`src/rtl/add16_nibble_seq.sv`:
```
// Nibble-serial adder: one shared 4-bit add stage, LS nibble first, IDLE/RUN/DONE FSM.
// Optional subtract support (op port, a - b) is enabled by defining SUB16_EN.
module add16_nibble_seq #(
  parameter int NIBBLES = 4
) (
  input  logic                 clk,
  input  logic                 rst_n,
  input  logic                 start,
  input  logic [4*NIBBLES-1:0] a,
  input  logic [4*NIBBLES-1:0] b,
  input  logic                 cin,
`ifdef SUB16_EN
  input  logic                 op,
`endif
  output logic                 busy,
  output logic                 done,
  output logic [4*NIBBLES-1:0] sum,
  output logic                 cout
);

  localparam int W     = 4 * NIBBLES;
  localparam int IDX_W = (NIBBLES > 1) ? $clog2(NIBBLES) : 1;

  typedef enum logic [1:0] {
    S_IDLE = 2'd0,
    S_RUN  = 2'd1,
    S_DONE = 2'd2
  } state_t;

  state_t           r_state;
  state_t           w_state_next;
  logic [W-1:0]     r_a;
  logic [W-1:0]     r_b;
  logic             r_carry;
  logic [IDX_W-1:0] r_idx;
  logic [W-1:0]     r_sum;
  logic             r_cout;

  logic             w_accept;
  logic             w_last;
  logic [W-1:0]     w_b_in;
  logic             w_cin_in;
  logic [3:0]       w_a_nib;
  logic [3:0]       w_b_nib;
  logic [4:0]       w_nib_sum;

  // Subtraction is a + ~b + 1, so only the captured B and carry differ.
`ifdef SUB16_EN
  assign w_b_in   = op ? ~b   : b;
  assign w_cin_in = op ? 1'b1 : cin;
`else
  assign w_b_in   = b;
  assign w_cin_in = cin;
`endif

  assign w_accept  = start && (r_state != S_RUN);
  assign w_last    = (r_idx == IDX_W'(NIBBLES - 1));
  assign w_a_nib   = r_a[4*r_idx +: 4];
  assign w_b_nib   = r_b[4*r_idx +: 4];
  assign w_nib_sum = {1'b0, w_a_nib} + {1'b0, w_b_nib} + {4'b0000, r_carry};

  // NOTE: sequential state uses non-blocking (<=) so every register samples
  // pre-edge values; blocking here would create order-dependent races.
  always_ff @(posedge clk or negedge rst_n) begin
    if (!rst_n) r_state <= S_IDLE;
    else        r_state <= w_state_next;
  end

  // NOTE: w_state_next gets a default before the case so no path leaves it
  // unassigned, which would otherwise infer a latch.
  always_comb begin
    w_state_next = r_state;
    case (r_state)
      S_IDLE:  if (start) w_state_next = S_RUN;
      S_RUN:   if (w_last) w_state_next = S_DONE;
      S_DONE:  w_state_next = start ? S_RUN : S_IDLE;
      default: w_state_next = S_IDLE;
    endcase
  end

  // NOTE: every datapath register is async-reset so an aborted operation
  // leaves no stale carry, index or partial sum behind.
  always_ff @(posedge clk or negedge rst_n) begin
    if (!rst_n) begin
      r_a     <= '0;
      r_b     <= '0;
      r_carry <= 1'b0;
      r_idx   <= '0;
      r_sum   <= '0;
      r_cout  <= 1'b0;
    end else if (w_accept) begin
      r_a     <= a;
      r_b     <= w_b_in;
      r_carry <= w_cin_in;
      r_idx   <= '0;
      r_sum   <= '0;
      r_cout  <= 1'b0;
    end else if (r_state == S_RUN) begin
      r_sum[4*r_idx +: 4] <= w_nib_sum[3:0];
      r_carry             <= w_nib_sum[4];
      r_idx               <= r_idx + IDX_W'(1);
      if (w_last) r_cout <= w_nib_sum[4];
    end
  end

  assign busy = (r_state == S_RUN);
  assign done = (r_state == S_DONE);
  assign sum  = r_sum;
  assign cout = r_cout;

endmodule

```
`config.mk`:
```
export PLATFORM = sky130hd
export DESIGN_NAME = add16_nibble_seq
export DESIGN_NICKNAME = d
export VERILOG_FILES = /design/src/rtl/add16_nibble_seq.sv
export SDC_FILE = /design/constraint.sdc
export NUM_CORES = 1
export LEC_CHECK = 0
export ABC_AREA = 0
export CELL_PAD_IN_SITES_DETAIL_PLACEMENT = 0
export CELL_PAD_IN_SITES_GLOBAL_PLACEMENT = 1
export CORE_ASPECT_RATIO = 0.75
export CORE_MARGIN = 5
export CORE_UTILIZATION = 41
export DETAILED_ROUTE_END_ITERATION = 16
export GPL_TIMING_DRIVEN = 0
export PLACE_DENSITY_LB_ADDON = 0.3
export SYNTH_ARGS = -nofsm -noshare
export SYNTH_HDL_FRONTEND = slang
export SYNTH_SLANG_ARGS = --single-unit
```
`constraint.sdc`:
```
create_clock -name clk -period 2.92 [get_ports clk]
set_clock_uncertainty 0.15 [all_clocks]
set_input_delay 0.438 -clock clk [delete_from_list [all_inputs] [get_ports clk]]
set_output_delay 0.438 -clock clk [all_outputs]
set_load 0.02 [all_outputs]
```
==> metrics list, run 1 <==
* Synth Instances: ~160
- Counting every net in the synthesized netlist gives between 200 and 250.
* Residual DRC count: 0
- Number of max-slew violations in the final report: 0
* Total number of nets in the final design: approximately 270
- Slowest cell on the critical path: sky130_fd_sc_hd__mux4_2
* Total area of multi-input combinational cells: between 1000 and 1500 µm²
* Height of the die: 77.8 µm
- The number of hold violations in the final report is 0.
- RD Place Congestion: approximately 0.75
- From left edge to right edge, the die measures about 100 µm.
- In this run the critical register-to-register path is launched from r_idx[0]$_DFFE_PN0P_.
* Top Ports: 55
- The clock period could shrink to between 2 and 3 ns.
- Routed wire per std cell: approximately 18 µm
* Syn Area/Cell: ~16 µm²
- Highest net fanout along the worst path: 10
- The design draws around 0.0041 W.
- Crit-path most repeated cell: sky130_fd_sc_hd__fa_1
- In this run the critical register-to-register path is captured at r_carry$_DFFE_PN0P_.
* Maximum root-to-sink buffer count: 2
- For hold timing, the worst endpoint is r_idx[1]$_DFFE_PN0P_.
- Post-Route Setup TNS: 0 ns
* Number of nets still failing antenna checks after routing: 0
* Cell area power density: roughly 1300 nW/µm²
- First-pass GRT wire length: between 8 and 9 mm
* Leading register cell type out of synthesis: sky130_fd_sc_hd__dfrtp_1
- The die covers roughly 7800 µm².
- Max-cap violations in this run came to 0.
- The startpoint identified for the worst hold timing path is start.
- The worst setup path is captured at a flop.
- Clock tree from TritonCTS: yes
* Total vias in the final route: about 1600
- In this run, synthesis inferred 0 flip-flops with an integrated enable.
- Maximum level of the CTS H-tree: 2
- Entering global routing, the biggest net connects 32 pins.
- After detailed routing, the total wire length is 5.40 mm.
- The area growth from synthesis to layout is 31.4%.
* Hold Crit Class: in2reg
- The number of global-route vias before repair came to between 1500 and 2000.
* Setup crit start kind: flop
* Ratio of cells with drive above 1 in the final layout: 0.305
- After filler insertion, the fill cell instance count of the layout stands at 523.
* Placed wire-length estimate: between 4 and 5 mm
* Number of DRC markers in iteration 0: 28
* Clock-pin slew on the worst setup and hold paths: 0.09 ns
- Setup repair after global routing left no endpoint under its margin.
- Clock tree synthesis inserted a total of 5 buffers.
- Measured in cells, the most critical reg-to-reg path has a length of 7.
- Total global routing track utilization: 0.146
- The worst hold path passes through 2 cells.
* Initial antenna violation count: 0
- Storage cell area: ~1400 µm²
* Total of endpoints with negative setup slack in the final report: 0
* Critical path's largest stage delay: between 0.5 and 0.6 ns
- Status: finished clean
* Clk sinks: 54
- The synthesized netlist occupies a cell area of roughly 2500 µm².
* Achievable clock frequency: roughly 350 MHz
* Count of buffers from port buffering: 53
* Flip-flop and latch count after synthesis: 54
- In this run the tightest slew margin relative to its limit is 0.629.
- Transition time of the tightest slew-check pin: between 0.5 and 0.6 ns
- For this run, the number of Yosys warnings is 0.
- Number of different library cells in the post-synthesis netlist: 36
- Share of the cycle needed by the critical path after routing: 0.966
- STA puts the critical path data required time at a little under 3 ns.
- The region available for standard cell placement spans around 6000 µm².
- In this run the static leakage power is around 1.4 nW.
- Traced cell by cell, the critical path runs through buf_8 -> mux4_2 -> fa_1 -> fa_1 -> a21o_1 -> a21oi_2 -> a21oi_1.
- The share of the Yosys chip area taken by registers is 0.538.
- Clock latency on the worst-skew pair, taken at its later pin, is a little under 0.3 ns.
* Kind of critical path: reg2reg
- N_diodes: 0
- For this configuration, the core starts out at a cell density of 0.426.
- Counting flops with an async set or reset pin after synthesis yields a share of 1.00.
- Worst endpoint data arrival time: approximately 2.9 ns
* Clock Tree Root: sky130_fd_sc_hd__clkbuf_8
- In this run the core area contains 24 standard-cell rows.
- Post-CTS Setup Inserts: 0
- Using the TritonRoute via totals, the vias-per-cell ratio works out to between 5 and 6.
- Congestion Overflow GR: 0
* 1st-pass router iterations: 4
- Worst voltage drop across the vdd grid: 467 µV
- Setup slack on the worst reg-to-reg path comes out at around 0.1 ns.
## logic make-up (layout without fill, tap and decap cells)
kind of cell,count (synthesis),count (layout),synth area share
adder cells (fa/ha/maj),9,9,0.0508
flip-flops,54,54,0.538
AND/OR/NAND/NOR,16,16,0.0484
XOR/XNOR,1,1,0.00349
AO/OA/AOI/OAI,25,25,0.0823
multiplexers,45,45,0.247
buffers and inverters,11,73,0.0294
## cell type report
type / count / share of cell area
clock inverter: 1 / 0.00911
buffer: 7 / 0.0197
inverter: 4 / 0.00531
multi-input combinational: 96 / 0.332
tap: 78 / 0.0296
clock buffer: 6 / 0.0250
sequential: 54 / 0.410
timing repair buffer: 55 / 0.169
## placed cells by master (no fill, tap or decap), types with 3 or more instances in the layout
cell,synthesis,routed
sky130_fd_sc_hd__a32o_1,4,4
sky130_fd_sc_hd__inv_1,3,3
sky130_fd_sc_hd__clkdlybuf4s50_1,0,52
sky130_fd_sc_hd__buf_4,5,4
sky130_fd_sc_hd__clkbuf_8,0,6
sky130_fd_sc_hd__ha_1,7,7
sky130_fd_sc_hd__mux2_2,32,32
sky130_fd_sc_hd__a22o_1,12,12
sky130_fd_sc_hd__mux4_2,8,8
sky130_fd_sc_hd__nand2_1,3,3
sky130_fd_sc_hd__dfrtp_1,54,53
## repair_timing
action | CTS | global route
resized for setup | 3 | 3
gates cloned | 0 | 0
hold buffers | 1 | 0
pin swaps | 0 | 0
endpoints found under the setup margin | 6 | 4
endpoints found under the hold margin | 23 | 0
## metal layers
layer,track usage,part of all wire
met4,0.0283,0.0082
met3,0.0349,0.050
met5,0,0
met2,0.265,0.52
met1,0.176,0.42
## synth_stat cells, types with 3 or more instances
| library cell | number | area, µm² |
|---|---|---|
| sky130_fd_sc_hd__a22o_1 | 12 | 105 |
| sky130_fd_sc_hd__a32o_1 | 4 | 40.0 |
| sky130_fd_sc_hd__nand2_1 | 3 | 11.3 |
| sky130_fd_sc_hd__mux4_2 | 8 | 180 |
| sky130_fd_sc_hd__ha_1 | 7 | 87.6 |
| sky130_fd_sc_hd__mux2_2 | 32 | 360 |
| sky130_fd_sc_hd__dfrtp_1 | 54 | 1350 |
| sky130_fd_sc_hd__buf_4 | 5 | 37.5 |
| sky130_fd_sc_hd__inv_1 | 3 | 11.3 |
## critical path, delay by kind of cell (launching register included)
kind / cells / cell delay [ns]
DFF: 1 / 0.46
AOI/OAI and AO/OA: 3 / 0.50
muxes: 1 / 0.53
adders and majority gates: 2 / 0.88
buffers and inverters: 1 / 0.19
## registers in the layout, indices dropped and copies added (netlist names)
| name | flops |
|---|---|
| sum | 16 |
| r_carry | 1 |
| cout | 1 |
| r_b | 16 |
| r_state | 2 |
| r_idx | 2 |
| r_a | 16 |
## power by group
part           internal, W  switching [W]  leakage (nW)
combinational      0.00117        0.00117         0.669
clock             0.000274       0.000225        0.0573
sequential         0.00110       0.000204         0.670
total              0.00255        0.00160          1.40
## stage by stage
step | cells | instance area, µm² | hold WS [ns] | util | setup WS [ns]
4_1_cts | 301 | 3280 | 0.307 | 0.558 | 0.0168
3_5_place_dp | 293 | 3150 | 0.306 | 0.536 | -0.0789
2_1_floorplan | 161 | 2510 | -0.00759 | - | 0.227
3_3_place_gp | 292 | 3140 | 0.323 | 0.533 | -0.208
6_report | 301 | 3300 | 0.305 | 0.560 | 0.0998
5_1_grt | 301 | 3300 | 0.315 | 0.560 | 0.00108
## how the worst max path moves through the flow
stage / from / end / slack [ns] / cells past startpoint
after floorplan: r_idx[0]$_DFFE_PN0P_ / cout$_DFFE_PN0P_ / 0.23 / 7
after global placement: rst_n / r_a[5]$_DFFE_PN0P_ / -0.21 / 1
after detailed placement: r_idx[0]$_DFFE_PN0P_ / r_carry$_DFFE_PN0P_ / -0.08 / 7
after CTS: r_idx[0]$_DFFE_PN0P_ / r_carry$_DFFE_PN0P_ / 0.02 / 7
after global routing: r_idx[0]$_DFFE_PN0P_ / r_carry$_DFFE_PN0P_ / 0.001 / 7
final: r_idx[0]$_DFFE_PN0P_ / r_carry$_DFFE_PN0P_ / 0.1 / 7
(Power assumes the default switching activity.)
==> run 2: changes to the inputs <==
GPL_TIMING_DRIVEN = not set   (was 0)
==> metrics list, run 2 (same netlist as run 1, synthesis figures left out) <==
* Busiest layer in global routing: met2
- Summed over all layers, the global routing overflow is 0.
- The initial utilization of the core area, before any placement, comes to 0.426.
* Worst voltage drop across the vdd grid: around 500 µV
* Number of nets still failing antenna checks after routing: 0
- Entering global routing, the biggest net connects 55 pins.
- CTS saw 54 sinks.
* Max-Slew Margin vs Limit: 0.544
- Most frequent cells in the layout: 54 x sky130_fd_sc_hd__dfrtp_1, 53 x sky130_fd_sc_hd__clkdlybuf4s50_1, 32 x sky130_fd_sc_hd__mux2_2
* Post-CTS sizing: 0
- Transition time of the tightest slew-check pin: around 0.68 ns
- RSZ-0062 raised after global routing: no
* Final critical path time including I/O delays and setup: ~2.6 ns
* Routed wire per std cell: 18.3 µm
* GRT met2 Usage: 0.239
- The number of hold violations in the final report came to 0.
* 1st-pass router iterations: 4
* Critical path's largest stage delay: 0.56 ns
- N_diodes: 0
- The die covers 7800 µm².
- Leakage power: 1.37 nW
* Number of max-slew violations in the final report: 0
* Total vias in the final route: ~1600
- The critical path in this run is classified as reg2reg.
- Residual DRC count: 0
- The slowest stage of the critical path belongs to the cell sky130_fd_sc_hd__mux4_2.
- Worst endpoint data arrival time: around 2.7 ns
* Highest net fanout along the worst path: 4
* Setup crit start kind: flop
* Clk Latency, worst-skew pair: approximately 0.30 ns
* Number of hold-repair buffers added at the cts stage: 0
* Clock-pin slew on the worst setup and hold paths: 0.09 ns
- RD Place Congestion: 0.861
* Maximum level of the CTS H-tree: 2
- Placed wire-length estimate: approximately 4.3 mm
* # Max-Cap Violations: 0
- Port buffering added 54 buffers.
* Post-CTS Setup Inserts: 0
- The critical path goes through mux4_2 -> fa_1 -> fa_1 -> a21o_1 -> a21oi_1 -> a21oi_1.
* Row cnt: 24
- Fraction of met3 tracks used by global routing: 0.0421
- Top Ports: 55
- In the final layout, the share of cells above drive strength 1 is 0.282.
- The library cell used most frequently in the layout, excluding fill and tap cells, is sky130_fd_sc_hd__dfrtp_1.
- Maximum root-to-sink buffer count: 2
* Total global routing track utilization: 0.151
* Post-Route Setup TNS: 0 ns
- The path class of the tightest hold or removal check is in2async.
- Data on the critical path is required at its endpoint by between 2 and 3 ns.
* Via density per instance: around 5.3
* Height of the die: just under 80 µm
* Clock tree from TritonCTS: yes
* Total number of nets in the final design: between 200 and 300
- Clock Tree Root: sky130_fd_sc_hd__clkbuf_8
- Core region area: around 5900 µm²
* Share of the cycle needed by the critical path after routing: 0.902
- After the first detailed-routing iteration, the DRC count stood at 91.
- TritonCTS Buffers: 5
- Timing would allow up to 380 MHz.
- Setup crit end kind: flop
* Number of global-route vias before repair: 1798
- The floorplan step set the die width to 100 µm.
* Met1 Usage GRT: 0.201
- Core Util, Final: 0.548
* Total of endpoints with negative setup slack in the final report: 0
* Initial antenna violation count: 0
* Cell area power density: between 1000 and 1500 nW/µm²
- The first global-routing pass estimated ~9 mm of wire.
- Fill cells in the final layout number 500.
* Syn-to-layout area delta: 28.6%
* Wire length after detailed routing: between 5 and 6 mm
- Status: finished clean
## run 2: cell type report
cell class	instances	area (µm²)	area share
Inverter	4	17.5	0.00543
Sequential cell	54	1350	0.419
Clock buffer	6	82.6	0.0256
Tap cell	78	97.6	0.0302
Multi-Input combinational cell	96	1080	0.336
Timing Repair Buffer	60	593	0.184
## run 2: worst paths after layout
kind	from	endpoint	slack, ns	cells after the start
max	r_idx[0]$_DFFE_PN0P_	r_carry$_DFFE_PN0P_	0.29	6
max in group asynchronous	rst_n	r_a[0]$_DFFE_PN0P_	2.06	2
min	rst_n	r_state[1]$_DFFE_PN0P_	0.11	2
min in group clk	sum[7]$_DFFE_PN0P_	sum[7]$_DFFE_PN0P_	0.36	1
min reg2reg	sum[7]$_DFFE_PN0P_	sum[7]$_DFFE_PN0P_	0.36	1
max reg2reg	r_idx[0]$_DFFE_PN0P_	r_carry$_DFFE_PN0P_	0.29	6
## run 2: stage by stage
stage | cells | total power (W) | setup WS (ns) | hold slack [ns] | cell area [µm²]
after CTS | 298 | 0.00400 | 0.285 | 0.132 | 3230
after global placement | 292 | 0.00348 | 0.390 | 0.337 | 3140
after global routing | 298 | 0.00425 | 0.116 | 0.166 | 3230
final | 298 | 0.00396 | 0.287 | 0.105 | 3230
after floorplan | 161 | 0.00286 | 0.227 | -0.00759 | 2510
after detailed placement | 292 | 0.00358 | 0.311 | 0.338 | 3140
## run 2: per-layer routing
layer,vias up,share of wire
met1,807,0.43
met3,9,0.059
met4,0,0.013
met5,-,0
li1,725,-
met2,51,0.49
## run 2: worst max-delay path: cells and delay by family (launching register included)
family / cells / cell delay [ns]
AOI/OAI and AO/OA: 3 / 0.52
adders and majority gates: 2 / 0.86
DFF: 1 / 0.44
muxes: 1 / 0.56
## run 2: power by group
group | internal [W] | total [W] | leakage [nW] | switching, W
combinational | 0.00112 | 0.00221 | 0.655 | 0.00109
clock | 0.000183 | 0.000406 | 0.0431 | 0.000223
sequential | 0.00110 | 0.00134 | 0.671 | 0.000236
total | 0.00240 | 0.00396 | 1.37 | 0.00155
==> run 3: changes to the inputs <==
CAP_MARGIN = 25   (was not set)
PLACE_DENSITY_LB_ADDON = 0.1   (was 0.3)
==> metrics list, run 3 (same netlist as run 1, synthesis figures left out) <==
- Leaving out fill and tap cells, the most frequent cell in the layout is sky130_fd_sc_hd__dfrtp_1.
- Measured along the x axis, the die boundary spans 100 µm.
- STA classifies the critical path endpoint as a flop.
* Post-CTS Setup Inserts: 0
- Number of DRC markers in iteration 0: between 80 and 90
* Worst endpoint data arrival time: between 2 and 3 ns
- Cell area after placement: about 3100 µm²
- Fill cell count: 507
- The flow ran to the end, and the final reports show no timing, DRC or antenna violations.
- Row cnt: 24
- The cell sitting at the root of the clock tree is a sky130_fd_sc_hd__clkbuf_8.
- met2 is the most crowded layer.
* Highest net fanout along the worst path: 4
- Maximum root-to-sink buffer count: 2
* Final Hold Viols: 0
- Gate family responsible for the most delay along the worst path: adder cells
* TritonCTS Buffers: 5
* Core Util, Final: 0.547
- The analysis attributes to cell leakage a power of between 1 and 1.5 nW.
- Worst voltage drop across the vdd grid: ~500 µV
* Final critical path time including I/O delays and setup: approximately 2.7 ns
- Crit-path most repeated cell: sky130_fd_sc_hd__fa_1
- The library cells used most frequently in the layout, excluding fill and tap cells, are 54 x sky130_fd_sc_hd__dfrtp_1, 53 x sky130_fd_sc_hd__clkdlybuf4s50_1, 32 x sky130_fd_sc_hd__mux2_2.
- For the pin with the worst max-slew slack, the measured transition is between 0.6 and 0.7 ns.
- N_diodes: 0
- Counting instances, the worst hold path has a depth of 1.
- The largest single stage delay on the critical path is approximately 0.56 ns.
- Setup repair after global routing left no endpoint under its margin.
* Cell area power density: around 1200 nW/µm²
- Number of nets still failing antenna checks after routing: 0
* Setup crit start kind: flop
* Overall power consumption: 0.00392 W
- Hold Crit Class: reg2reg
- Congestion Overflow GR: 0
- For this run, the post-layout net count is 266.
- Of the cells placed in the final design, the portion with a size suffix greater than 1 is 0.281.
* Pin count of the biggest net entering global routing: 33
- TritonCTS built the clock tree.
- Dividing the final minimum period by the clock period gives 0.926.
* Total Die Area: about 7800 µm²
- Summed over all nets, the half-perimeter wirelength after detailed placement is about 4.2 mm.
* Height of the die: between 70 and 80 µm
* Required time of the critical path: ~3 ns
* Post-Route Setup TNS: 0 ns
- Fraction of met3 tracks used by global routing: 0.0430
- Initial antenna violation count: 0
- Dividing the detail-routed wire length by the instance count gives 18.1 µm.
- Critical-path cell list: mux4_2 -> fa_1 -> fa_1 -> a21o_1 -> a21oi_1 -> o2bb2ai_1
- Count of buffers from port buffering: 54
- Maximum level of the CTS H-tree: 2
- The number of global-route vias before repair came to approximately 1700.
* Residual DRC count: 0
- Number of max-slew violations in the final report: 0
* Met1 Usage GRT: 0.212
- Kind of critical path: reg2reg
* Max-Slew Margin vs Limit: 0.584
* 1st-pass router iterations: 4
- Clk Latency, worst-skew pair: 0.30 ns
- Number of cells on the critical path: 6
- Via density per instance: ~5.3
- Slowest cell on the critical path: sky130_fd_sc_hd__mux4_2
* Core region area: slightly below 6000 µm²
* Total global routing track utilization: 0.148
* Achievable clock frequency: 370 MHz
- Top Ports: 55
- RD Place Congestion: slightly below 0.8
- Total of endpoints with negative setup slack in the final report: 0
* Clk sinks: 54
* Post-layout instance area: between 3000 and 4000 µm²
- Wire length after detailed routing: roughly 5.4 mm
- Compared with the post-synthesis result, the final layout area differs by 28.2%.
- The routed layout has around 1600 vias.
* Clock-pin slew on the worst setup and hold paths: around 0.090 ns
- GRT met2 Usage: 0.217
* First-pass GRT wire length: ~9.0 mm
- For the worst flop-to-flop path, the logic depth is 6.
* Number of buffers and inverters on the critical path: 0
* Initial Util: 0.426
* # Max-Cap Violations: 0
[run 3: cell types whose count changed in the layout (fill, tap and decap cells not counted), sizes merged]
cell	previous run	this run
clkinvlp	0	2
buf	7	6
clkbuf	6	5
dlygate4sd3	0	1
[run 3: layer usage]
layer,vias to the layer above,share of wire
li1,723,-
met1,808,0.46
met2,50,0.46
met3,5,0.075
met4,0,0.0098
met5,-,0
[run 3: power breakdown]
| part | switching (W) | internal, W |
|---|---|---|
| logic | 0.00110 | 0.00111 |
| clock network | 0.000232 | 0.000164 |
| registers | 0.000215 | 0.00110 |
[run 3: per-stage QoR]
stage,setup WS (ns),instances,hold WS [ns]
6_report,0.215,299,0.351
3_5_place_dp,0.203,291,0.311
2_1_floorplan,0.227,161,-0.00759
3_3_place_gp,0.303,291,0.296
4_1_cts,0.183,299,0.358
5_1_grt,0.0634,299,0.365
[run 3: worst paths after layout]
check	startpoint	endpoint	slack (ns)
worst max-delay path	r_idx[0]$_DFFE_PN0P_	cout$_DFFE_PN0P_	0.22
max in group asynchronous	rst_n	r_a[2]$_DFFE_PN0P_	1.34
worst max register to register	r_idx[0]$_DFFE_PN0P_	cout$_DFFE_PN0P_	0.22
min in group asynchronous	rst_n	sum[7]$_DFFE_PN0P_	0.49
worst min-delay path	cout$_DFFE_PN0P_	cout$_DFFE_PN0P_	0.35
worst min register to register	cout$_DFFE_PN0P_	cout$_DFFE_PN0P_	0.35
[run 3: layout make-up]
type | instances | area [µm²] | area share
multi-input combinational | 96 | 1080 | 0.337
tap | 78 | 97.6 | 0.0303
clock inverter | 2 | 15.0 | 0.00467
clock buffer | 5 | 68.8 | 0.0214
timing repair buffer | 60 | 583 | 0.181
sequential | 54 | 1350 | 0.420
inverter | 4 | 17.5 | 0.00544
[run 3: worst reg2reg max path: stages, from the launching register on]
cell and delay (ns):
sky130_fd_sc_hd__dfrtp_1 0.45, sky130_fd_sc_hd__mux4_2 0.56, sky130_fd_sc_hd__fa_1 0.45, sky130_fd_sc_hd__fa_1 0.43, sky130_fd_sc_hd__a21o_1 0.19, sky130_fd_sc_hd__a21oi_1 0.25, sky130_fd_sc_hd__o2bb2ai_1 0.12
[run 3: what timing repair did]
| item | in CTS | in global routing |
|---|---|---|
| hold buffers | 1 | 0 |
| resized for setup | 0 | 0 |
| hold endpoints to repair | 24 | 0 |
